<file path="config.mk">
export PLATFORM = sky130hd
export DESIGN_NAME = mem_seq_flat
export DESIGN_NICKNAME = d
export VERILOG_FILES = /design/src/rtl/mosby_pkg.sv /design/src/rtl/mem_seq_if.sv /design/src/rtl/mem_seq_arb.sv /design/src/rtl/mem_seq.sv /design/src/flat_wrapper.sv
export SDC_FILE = /design/constraint.sdc
export NUM_CORES = 1
export LEC_CHECK = 0
export ABC_AREA = 1
export CORE_MARGIN = 3
export CORE_UTILIZATION = 52
export DETAILED_ROUTE_END_ITERATION = 8
export PLACE_DENSITY = 0.86
export SYNTH_ARGS = -nofsm -noshare
export SYNTH_HDL_FRONTEND = slang
export SYNTH_SLANG_ARGS = --single-unit
export TNS_END_PERCENT = 100
</file>
<file path="constraint.sdc">
create_clock -name clk_1 -period 3.7 [get_ports clk_1]
set_input_delay 0.74 -clock clk_1 [delete_from_list [all_inputs] [get_ports clk_1]]
set_output_delay 0.74 -clock clk_1 [all_outputs]
set_load 0.01 [all_outputs]
</file>
<file path="src/rtl/mosby_pkg.sv">
// mosby_pkg: shared state encoding, operation codes and bus widths for the MOSby memory sequencer
package mosby_pkg;
   localparam int ADDR_W = 16;
   localparam int DATA_W = 8;
   typedef enum logic [2:0] {S_IDLE, S_FETCH, S_ADL, S_ADH, S_DATA, S_DMA} state_t;
   localparam logic [1:0] OP_FETCH  = 2'b00;
   localparam logic [1:0] OP_ABS_RD = 2'b01;
   localparam logic [1:0] OP_ABS_WR = 2'b10;
   function automatic logic is_abs(input logic [1:0] op);
      return op == OP_ABS_RD || op == OP_ABS_WR;
   endfunction
endpackage

</file>
<file path="src/rtl/mem_seq_if.sv">
// mem_seq_if: CPU request, DMA request and memory port signals of the MOSby sequencer
interface mem_seq_if;
   import mosby_pkg::*;
   logic [ADDR_W-1:0] pc;
   logic              cpu_req;
   logic [1:0]        cpu_op;
   logic              cpu_zp;
   logic [DATA_W-1:0] cpu_wdata;
   logic              cpu_rdy;
   logic              cpu_done;
   logic [DATA_W-1:0] rd_data;
   logic [ADDR_W-1:0] eff_addr;
   logic              dma_req;
   logic [ADDR_W-1:0] dma_addr;
   logic              dma_we;
   logic [DATA_W-1:0] dma_wdata;
   logic              dma_gnt;
   logic              dma_rvalid;
   logic [ADDR_W-1:0] mem_addr;
   logic              mem_we;
   logic [DATA_W-1:0] mem_wdata;
   logic [DATA_W-1:0] mem_rdata;
   logic              busy;
   modport slave (
      input  pc, cpu_req, cpu_op, cpu_zp, cpu_wdata, dma_req, dma_addr, dma_we, dma_wdata, mem_rdata,
      output cpu_rdy, cpu_done, rd_data, eff_addr, dma_gnt, dma_rvalid, mem_addr, mem_we, mem_wdata, busy
   );
   modport master (
      output pc, cpu_req, cpu_op, cpu_zp, cpu_wdata, dma_req, dma_addr, dma_we, dma_wdata, mem_rdata,
      input  cpu_rdy, cpu_done, rd_data, eff_addr, dma_gnt, dma_rvalid, mem_addr, mem_we, mem_wdata, busy
   );
endinterface

</file>
<file path="src/rtl/mem_seq_arb.sv">
// mem_seq_arb: IDLE-time DMA/CPU arbitration with a turn flag against starvation, plus the DMA burst counter
module mem_seq_arb #(
   parameter int DMA_MAX_BURST = 4
) (
   input  logic clk_1,
   input  logic rst,
   input  logic idle,
   input  logic in_dma,
   input  logic dma_req,
   input  logic cpu_req,
   output logic grant_dma,
   output logic accept,
   output logic cpu_rdy,
   output logic burst_end
);
   localparam logic [3:0] BURST_LAST = 4'(DMA_MAX_BURST - 1);
   logic       dma_turn_q, dma_turn_d;
   logic [3:0] cnt_q, cnt_d;
   assign grant_dma = idle && dma_req && (dma_turn_q || !cpu_req);
   assign accept    = idle && cpu_req && !grant_dma;
   assign cpu_rdy   = idle && !(dma_req && dma_turn_q);
   assign burst_end = in_dma && (!dma_req || cnt_q == BURST_LAST);
   // DMA earns the next turn when it waited behind a CPU accept; burst count restarts on every grant
   always_comb begin
      dma_turn_d = grant_dma ? 1'b0 : (accept && dma_req) ? 1'b1 : dma_turn_q;
      cnt_d      = grant_dma ? 4'd0 : in_dma ? cnt_q + 4'd1 : cnt_q;
   end
   // arbitration state registers
   always_ff @(posedge clk_1 or negedge rst) begin
      if (!rst) begin
         dma_turn_q <= 1'b0;
         cnt_q      <= 4'd0;
      end else begin
         dma_turn_q <= dma_turn_d;
         cnt_q      <= cnt_d;
      end
   end
endmodule

</file>
<file path="src/rtl/mem_seq.sv">
// mem_seq: MOSby memory-access sequencer and DMA arbiter; define MEM_SEQ_ZP_EN to let cpu_zp skip the ADH cycle
module mem_seq
   import mosby_pkg::*;
#(
   parameter int DMA_MAX_BURST = 4
) (
   input  logic     clk_1,
   input  logic     rst,
   mem_seq_if.slave bus
);
`ifdef MEM_SEQ_ZP_EN
   localparam bit ZP_EN = 1'b1;
`else
   localparam bit ZP_EN = 1'b0;
`endif
   state_t            state_q, state_d;
   logic [ADDR_W-1:0] pc_q, pc_d, eff_addr_q, eff_addr_d;
   logic [1:0]        op_q, op_d;
   logic              zp_q, zp_d, cpu_done_q, cpu_done_d, dma_rvalid_q, dma_rvalid_d;
   logic [DATA_W-1:0] wdata_q, wdata_d, lo_q, lo_d, hi_q, hi_d, rd_data_q, rd_data_d;
   logic [ADDR_W-1:0] mem_addr;
   logic [DATA_W-1:0] mem_wdata;
   logic              mem_we, dma_gnt, idle, in_dma, grant_dma, accept, cpu_rdy, burst_end;
   assign idle   = state_q == S_IDLE;
   assign in_dma = state_q == S_DMA;
   mem_seq_arb #(.DMA_MAX_BURST(DMA_MAX_BURST)) u_arb (
      .clk_1     (clk_1),
      .rst       (rst),
      .idle      (idle),
      .in_dma    (in_dma),
      .dma_req   (bus.dma_req),
      .cpu_req   (bus.cpu_req),
      .grant_dma (grant_dma),
      .accept    (accept),
      .cpu_rdy   (cpu_rdy),
      .burst_end (burst_end)
   );
   assign bus.cpu_rdy    = cpu_rdy;
   assign bus.cpu_done   = cpu_done_q;
   assign bus.rd_data    = rd_data_q;
   assign bus.eff_addr   = eff_addr_q;
   assign bus.dma_gnt    = dma_gnt;
   assign bus.dma_rvalid = dma_rvalid_q;
   assign bus.mem_addr   = mem_addr;
   assign bus.mem_we     = mem_we;
   assign bus.mem_wdata  = mem_wdata;
   assign bus.busy       = !idle;
   // next-state, captured bytes and memory port drive for each sequencer state
   always_comb begin
      state_d      = state_q;
      pc_d         = pc_q;
      op_d         = op_q;
      zp_d         = zp_q;
      wdata_d      = wdata_q;
      lo_d         = lo_q;
      hi_d         = hi_q;
      rd_data_d    = rd_data_q;
      eff_addr_d   = eff_addr_q;
      cpu_done_d   = 1'b0;
      dma_rvalid_d = 1'b0;
      mem_addr     = '0;
      mem_we       = 1'b0;
      mem_wdata    = '0;
      dma_gnt      = 1'b0;
      case (state_q)
         S_IDLE: begin
            if (grant_dma) state_d = S_DMA;
            else if (accept) begin
               pc_d    = bus.pc;
               op_d    = bus.cpu_op;
               zp_d    = bus.cpu_zp;
               wdata_d = bus.cpu_wdata;
               state_d = is_abs(bus.cpu_op) ? S_ADL : S_FETCH;
            end
         end
         S_FETCH: begin
            mem_addr   = pc_q;
            rd_data_d  = bus.mem_rdata;
            cpu_done_d = 1'b1;
            state_d    = S_IDLE;
         end
         S_ADL: begin
            mem_addr = pc_q + 16'd1;
            lo_d     = bus.mem_rdata;
            hi_d     = '0;
            state_d  = (ZP_EN && zp_q) ? S_DATA : S_ADH;
         end
         S_ADH: begin
            mem_addr = pc_q + 16'd2;
            hi_d     = bus.mem_rdata;
            state_d  = S_DATA;
         end
         S_DATA: begin
            mem_addr   = {hi_q, lo_q};
            eff_addr_d = {hi_q, lo_q};
            mem_we     = op_q == OP_ABS_WR;
            mem_wdata  = op_q == OP_ABS_WR ? wdata_q : '0;
            rd_data_d  = op_q == OP_ABS_WR ? rd_data_q : bus.mem_rdata;
            cpu_done_d = 1'b1;
            state_d    = S_IDLE;
         end
         S_DMA: begin
            mem_addr     = bus.dma_addr;
            mem_we       = bus.dma_we;
            mem_wdata    = bus.dma_wdata;
            dma_gnt      = 1'b1;
            rd_data_d    = bus.dma_we ? rd_data_q : bus.mem_rdata;
            dma_rvalid_d = !bus.dma_we;
            state_d      = burst_end ? S_IDLE : S_DMA;
         end
         default: state_d = S_IDLE;
      endcase
   end
   // sequencer registers; reset drops any in-flight transaction
   always_ff @(posedge clk_1 or negedge rst) begin
      if (!rst) begin
         state_q      <= S_IDLE;
         pc_q         <= '0;
         op_q         <= OP_FETCH;
         zp_q         <= 1'b0;
         wdata_q      <= '0;
         lo_q         <= '0;
         hi_q         <= '0;
         rd_data_q    <= '0;
         eff_addr_q   <= '0;
         cpu_done_q   <= 1'b0;
         dma_rvalid_q <= 1'b0;
      end else begin
         state_q      <= state_d;
         pc_q         <= pc_d;
         op_q         <= op_d;
         zp_q         <= zp_d;
         wdata_q      <= wdata_d;
         lo_q         <= lo_d;
         hi_q         <= hi_d;
         rd_data_q    <= rd_data_d;
         eff_addr_q   <= eff_addr_d;
         cpu_done_q   <= cpu_done_d;
         dma_rvalid_q <= dma_rvalid_d;
      end
   end
endmodule
</file>
<file path="src/flat_wrapper.sv">
// flat-port wrapper written by rule: the top's interface ports become plain ports
module mem_seq_flat import mosby_pkg::*;
#(
   parameter int DMA_MAX_BURST = 4
)
  (clk_1, rst, bus_pc, bus_cpu_req, bus_cpu_op, bus_cpu_zp, bus_cpu_wdata, bus_dma_req, bus_dma_addr, bus_dma_we, bus_dma_wdata, bus_mem_rdata, bus_cpu_rdy, bus_cpu_done, bus_rd_data, bus_eff_addr, bus_dma_gnt, bus_dma_rvalid, bus_mem_addr, bus_mem_we, bus_mem_wdata, bus_busy);
  mem_seq_if bus_i ();
  input  logic clk_1;
  input  logic rst;
  input wire logic [$bits(bus_i.pc)-1:0] bus_pc;
  input wire logic [$bits(bus_i.cpu_req)-1:0] bus_cpu_req;
  input wire logic [$bits(bus_i.cpu_op)-1:0] bus_cpu_op;
  input wire logic [$bits(bus_i.cpu_zp)-1:0] bus_cpu_zp;
  input wire logic [$bits(bus_i.cpu_wdata)-1:0] bus_cpu_wdata;
  input wire logic [$bits(bus_i.dma_req)-1:0] bus_dma_req;
  input wire logic [$bits(bus_i.dma_addr)-1:0] bus_dma_addr;
  input wire logic [$bits(bus_i.dma_we)-1:0] bus_dma_we;
  input wire logic [$bits(bus_i.dma_wdata)-1:0] bus_dma_wdata;
  input wire logic [$bits(bus_i.mem_rdata)-1:0] bus_mem_rdata;
  output wire logic [$bits(bus_i.cpu_rdy)-1:0] bus_cpu_rdy;
  output wire logic [$bits(bus_i.cpu_done)-1:0] bus_cpu_done;
  output wire logic [$bits(bus_i.rd_data)-1:0] bus_rd_data;
  output wire logic [$bits(bus_i.eff_addr)-1:0] bus_eff_addr;
  output wire logic [$bits(bus_i.dma_gnt)-1:0] bus_dma_gnt;
  output wire logic [$bits(bus_i.dma_rvalid)-1:0] bus_dma_rvalid;
  output wire logic [$bits(bus_i.mem_addr)-1:0] bus_mem_addr;
  output wire logic [$bits(bus_i.mem_we)-1:0] bus_mem_we;
  output wire logic [$bits(bus_i.mem_wdata)-1:0] bus_mem_wdata;
  output wire logic [$bits(bus_i.busy)-1:0] bus_busy;
  assign bus_i.pc = bus_pc;
  assign bus_i.cpu_req = bus_cpu_req;
  assign bus_i.cpu_op = bus_cpu_op;
  assign bus_i.cpu_zp = bus_cpu_zp;
  assign bus_i.cpu_wdata = bus_cpu_wdata;
  assign bus_i.dma_req = bus_dma_req;
  assign bus_i.dma_addr = bus_dma_addr;
  assign bus_i.dma_we = bus_dma_we;
  assign bus_i.dma_wdata = bus_dma_wdata;
  assign bus_i.mem_rdata = bus_mem_rdata;
  assign bus_cpu_rdy = bus_i.cpu_rdy;
  assign bus_cpu_done = bus_i.cpu_done;
  assign bus_rd_data = bus_i.rd_data;
  assign bus_eff_addr = bus_i.eff_addr;
  assign bus_dma_gnt = bus_i.dma_gnt;
  assign bus_dma_rvalid = bus_i.dma_rvalid;
  assign bus_mem_addr = bus_i.mem_addr;
  assign bus_mem_we = bus_i.mem_we;
  assign bus_mem_wdata = bus_i.mem_wdata;
  assign bus_busy = bus_i.busy;
  mem_seq #(.DMA_MAX_BURST(DMA_MAX_BURST)) u_core (.clk_1(clk_1), .rst(rst), .bus(bus_i));
endmodule
</file>
==> impl_summary.txt, run 1 <==
----------------------------------------------------
[Run status]
  Status ... finished clean

[Floorplanning]
  Floorplan die width ... 94.8 um
  Core region area ... 0.00745 mm2
  I/O pin count ... 118
  Total Die Area ... between 0.008 and 0.009 mm2
  Die Ht ... about 95 um
  Starting density of the core ... 0.551
  Number of core rows ... 31

[Setup path]
  Most used cell along the critical path ... sky130_fd_sc_hd__nand2_1
  Worst Setup SP ... u_core.state_q[0]
  Endpoint of the worst-slack reg-to-reg timing path ... u_core.bus.rd_data[2]
  Cell count of the worst reg-to-reg path ... 7
  Largest stage delay, worst path ... about 0.6 ns
  Critical path type ... register to output pin
  Internal reg-to-reg setup slack ... between 1.5 and 2 ns
  RR Startpoint ... u_core.state_q[0]
  Arrival time worst endpoint ... between 2 and 3 ns
  Setup crit end kind ... output pin
  End point of the critical path ... bus_mem_addr[5]
  Slowest cell on the critical path ... sky130_fd_sc_hd__dfrtp_1
  CP top delay family ... simple AND/OR/NAND/NOR gates
  Buffering stage count on the worst path with inverters included ... 2
  Worst Path Required ... 2.96 ns
  Critical Path Fanout Max ... 20
  Cells along the critical path ... inv_1 -> nand2_2 -> nor2_1 -> nor2_2 -> nand2_1 -> nand2_1 -> nand3b_1 -> clkdlybuf4s50_1
  CP Depth ... 8
  Startpoint type of the worst setup path ... register

[Route]
  Number of DRC violations after detailed-routing iteration 0 ... ~390
  Detailed-route wire length per cell ... 15.6 um
  Antenna Nets Post-Route ... 0
  Total length of routed wires ... between 10 and 15 mm
  Detailed-route DRC error count ... 0
  Vias per cell ... between 5 and 6
  Router iterations before antenna repair ... 5
  Vias after detailed routing ... 4132

[Pwr]
  Max IR drop VDD ... slightly below 0.5 mV
  Power density over the cells ... roughly 800 mW/mm2
  Leakage power total ... 2.66 nW

[Synth]
  Mapped Cells ... between 500 and 600
  Synthesized netlist net count ... between 600 and 700
  Synth Warn # ... 0
  Dominant cell type by area after synthesis ... sky130_fd_sc_hd__dfrtp_1
  Sequential element share of the synthesized area ... 0.463
  Dominant cells by area after synthesis ... sky130_fd_sc_hd__dfrtp_1, sky130_fd_sc_hd__nand2_1, sky130_fd_sc_hd__nand3_1, sky130_fd_sc_hd__nor2_1, sky130_fd_sc_hd__a21oi_1
  Distinct cells, synth ... 36
  Synth Area per Inst ... approximately 7.6 um2
  Post-synthesis instance area ... around 0.0041 mm2
  Area share of the largest cell type after synthesis ... 0.463
  Synthesis-stage register bit count ... 76

[Placement]
  Placer's final routability congestion estimate ... between 0.8 and 0.9
  Count of placed standard cells including taps ... between 700 and 800
  Cell area after placement ... between 0.005 and 0.006 mm2
  Detailed placement HPWL ... between 8 and 9 mm
  Input/output buffers ... about 120

[Finish]
  Fraction of final layout cells with drive strength greater than 1 ... 0.0779
  Count of nets after finishing ... a little over 700
  Relative area change from synthesis to final layout ... 33.4%
  N_diodes ... 0
  Filler-free cell count of the finished design ... approximately 750
  Fill cell instance count of the final layout ... slightly below 600
  Post-route cell area ... 0.00547 mm2

[Global routing]
  Global routing usage on met1 ... 0.354
  GR Layer Usage met3 ... 0.0574
  Pin count of the biggest net entering global routing ... just under 80
  Global-route total usage across every layer ... 0.273
  Global routing's busiest layer ... met2
  Wire length of the first global-routing pass ... around 19 mm
  Global-route met2 utilization ... 0.456
  Final global-route overflow total ... 0
  Vias in the first global route ... about 4000
  Antenna violations before repair ... 0

[STA]
  Worst slew slack as a fraction of its limit ... 0.353
  Final slew viol count ... 0
  Total negative setup slack ... 0 ns
  Final setup violation count ... 0
  Unrepaired setup endpoints after global routing ... false
  Transition at the pin with the smallest max-transition slack ... just under 1 ns
  Final critical path time including I/O delays and setup ... ~3.4 ns
  Share of the clock period used by the worst path after layout ... 0.927
  Worst hold margin ... just under 0.5 ns
  Fmax ... between 0.2 and 0.3 GHz
  Number of failing hold endpoints at the final stage ... 0
  Final Skew ... around 0.015 ns

[Clock tree]
  Post_cts resized ... 0
  Clk slew on worst S/H paths ... 0.08 ns
  Number of H-tree levels ... 3
  Clock latency reported for the late side of the worst-skew pair ... around 0.37 ns
  CTS tree ... done
  Root Buffer ... sky130_fd_sc_hd__clkbuf_8
  TritonCTS sink count ... 76
  Number of hold-repair buffers added at the cts stage ... 0
  Post CTS Setup Buffer Count ... 0
  Number of buffers created by CTS ... 9
  Maximum buffer depth of the clock tree ... 2

[Min path]
  Worst Hold Launch ... u_core.bus.eff_addr[5]
  Worst Hold Class ... register to register

[Run]
  Max-Cap Viols ... 0

----------------------------------------------------
-- tightest hold or removal path, cell delays in order (launching register included) --
cell	delay (ns)
sky130_fd_sc_hd__dfrtp_1	0.35
sky130_fd_sc_hd__nand2_1	0.05
sky130_fd_sc_hd__nand2_1	0.06
-- logic make-up after synthesis --
family	share of synthesized area
AND/OR/NAND/NOR	0.341
AO/OA/AOI/OAI	0.111
flip-flops	0.463
buffers and inverters	0.0680
adder cells (fa/ha/maj)	0.0122
XOR/XNOR	0.00427
-- how the worst min path moves through the flow --
stage                     slack [ns]                endpoint  cells past startpoint
final                           0.49  u_core.bus.eff_addr[5]                      2
after global routing            0.51          u_core.hi_q[0]                      2
after CTS                       0.48   u_core.u_arb.cnt_q[3]                      1
after detailed placement        0.47   u_core.u_arb.cnt_q[3]                      1
after global placement          0.45   u_core.u_arb.cnt_q[3]                      1
after floorplan                 0.44     u_core.bus.cpu_done                      0
-- cells in the final DEF (no fill, tap or decap), types with 8 or more instances in the layout --
cell	instances
sky130_fd_sc_hd__o21ai_0	25
sky130_fd_sc_hd__nand2_1	188
sky130_fd_sc_hd__o21ai_1	9
sky130_fd_sc_hd__dfrtp_1	76
sky130_fd_sc_hd__inv_1	38
sky130_fd_sc_hd__nor2_1	45
sky130_fd_sc_hd__nand3_1	49
sky130_fd_sc_hd__nand4_1	8
sky130_fd_sc_hd__a21oi_1	33
sky130_fd_sc_hd__clkdlybuf4s50_1	115
sky130_fd_sc_hd__o21ai_2	8
sky130_fd_sc_hd__clkbuf_8	9
-- synth_stat cells, drive strengths merged --
master and n:
nand2 194, dfrtp 76, nand3 53, nor2 50, inv 43, o21ai 42
a21oi 35, buf 15, nand4 8, ha 4, nor3 4, or2 3
a31oi 2, nand3b 2, xor2 2, a21boi 1, a22oi 1, clkbuf 1
clkinv 1, o22ai 1
-- area by class of cell --
cell class | instances | area, um2 | share of cell area
multi-input cells | 402 | 1920 | 0.351
flip-flops and latches | 76 | 1900 | 0.348
repair buffers | 117 | 1170 | 0.213
inverters | 44 | 175 | 0.0320
clock buffers | 9 | 124 | 0.0226
well taps | 99 | 124 | 0.0226
clock inverters | 7 | 58.8 | 0.0107
-- stage by stage --
step                      utilization  setup slack, ns  power, mW
final                           0.735            0.270       4.29
after global routing            0.735            0.120       4.61
after CTS                       0.735            0.312       4.29
after detailed placement        0.710            0.719       3.68
after global placement          0.710            0.780       3.58
after floorplan                     -             1.63       2.74
-- state kept, by name, indices dropped and copies added, names as in the netlist, 2 cells and up --
| register | flops |
|---|---|
| u_core.pc_q | 16 |
| u_core.u_arb.cnt_q | 4 |
| u_core.state_q | 3 |
| u_core.lo_q | 8 |
| u_core.wdata_q | 8 |
| u_core.bus.rd_data | 8 |
| u_core.op_q | 2 |
| u_core.hi_q | 8 |
| u_core.bus.eff_addr | 16 |
-- per-layer routing --
metal / wire length, um / vias to the layer above
li1: - / 1957
met3: 954 / 32
met2: 5950 / 205
met4: 264 / 0
met5: 0 / -
met1: 4580 / 1938
-- where the power goes --
| group | internal, mW | switching (mW) | total [mW] | leakage, nW |
|---|---|---|---|---|
| clock | 0.254 | 0.349 | 0.602 | 0.0921 |
| sequential | 1.19 | 0.322 | 1.51 | 0.940 |
| combinational | 0.972 | 1.21 | 2.18 | 1.62 |
No activity file was read; power rests on OpenSTA's default activity.
==> run 2, diff against run 1 <==
--- a/config.mk
+++ b/config.mk
@@ -6,6 +6,7 @@
 export NUM_CORES = 1
 export LEC_CHECK = 0
 export ABC_AREA = 1
+export ABC_CLOCK_PERIOD_IN_PS = 3700
 export CORE_MARGIN = 3
 export CORE_UTILIZATION = 52
 export DETAILED_ROUTE_END_ITERATION = 8
==> results of run 2 <==
Final layout, timing and power as in run 1 (identical DEF).
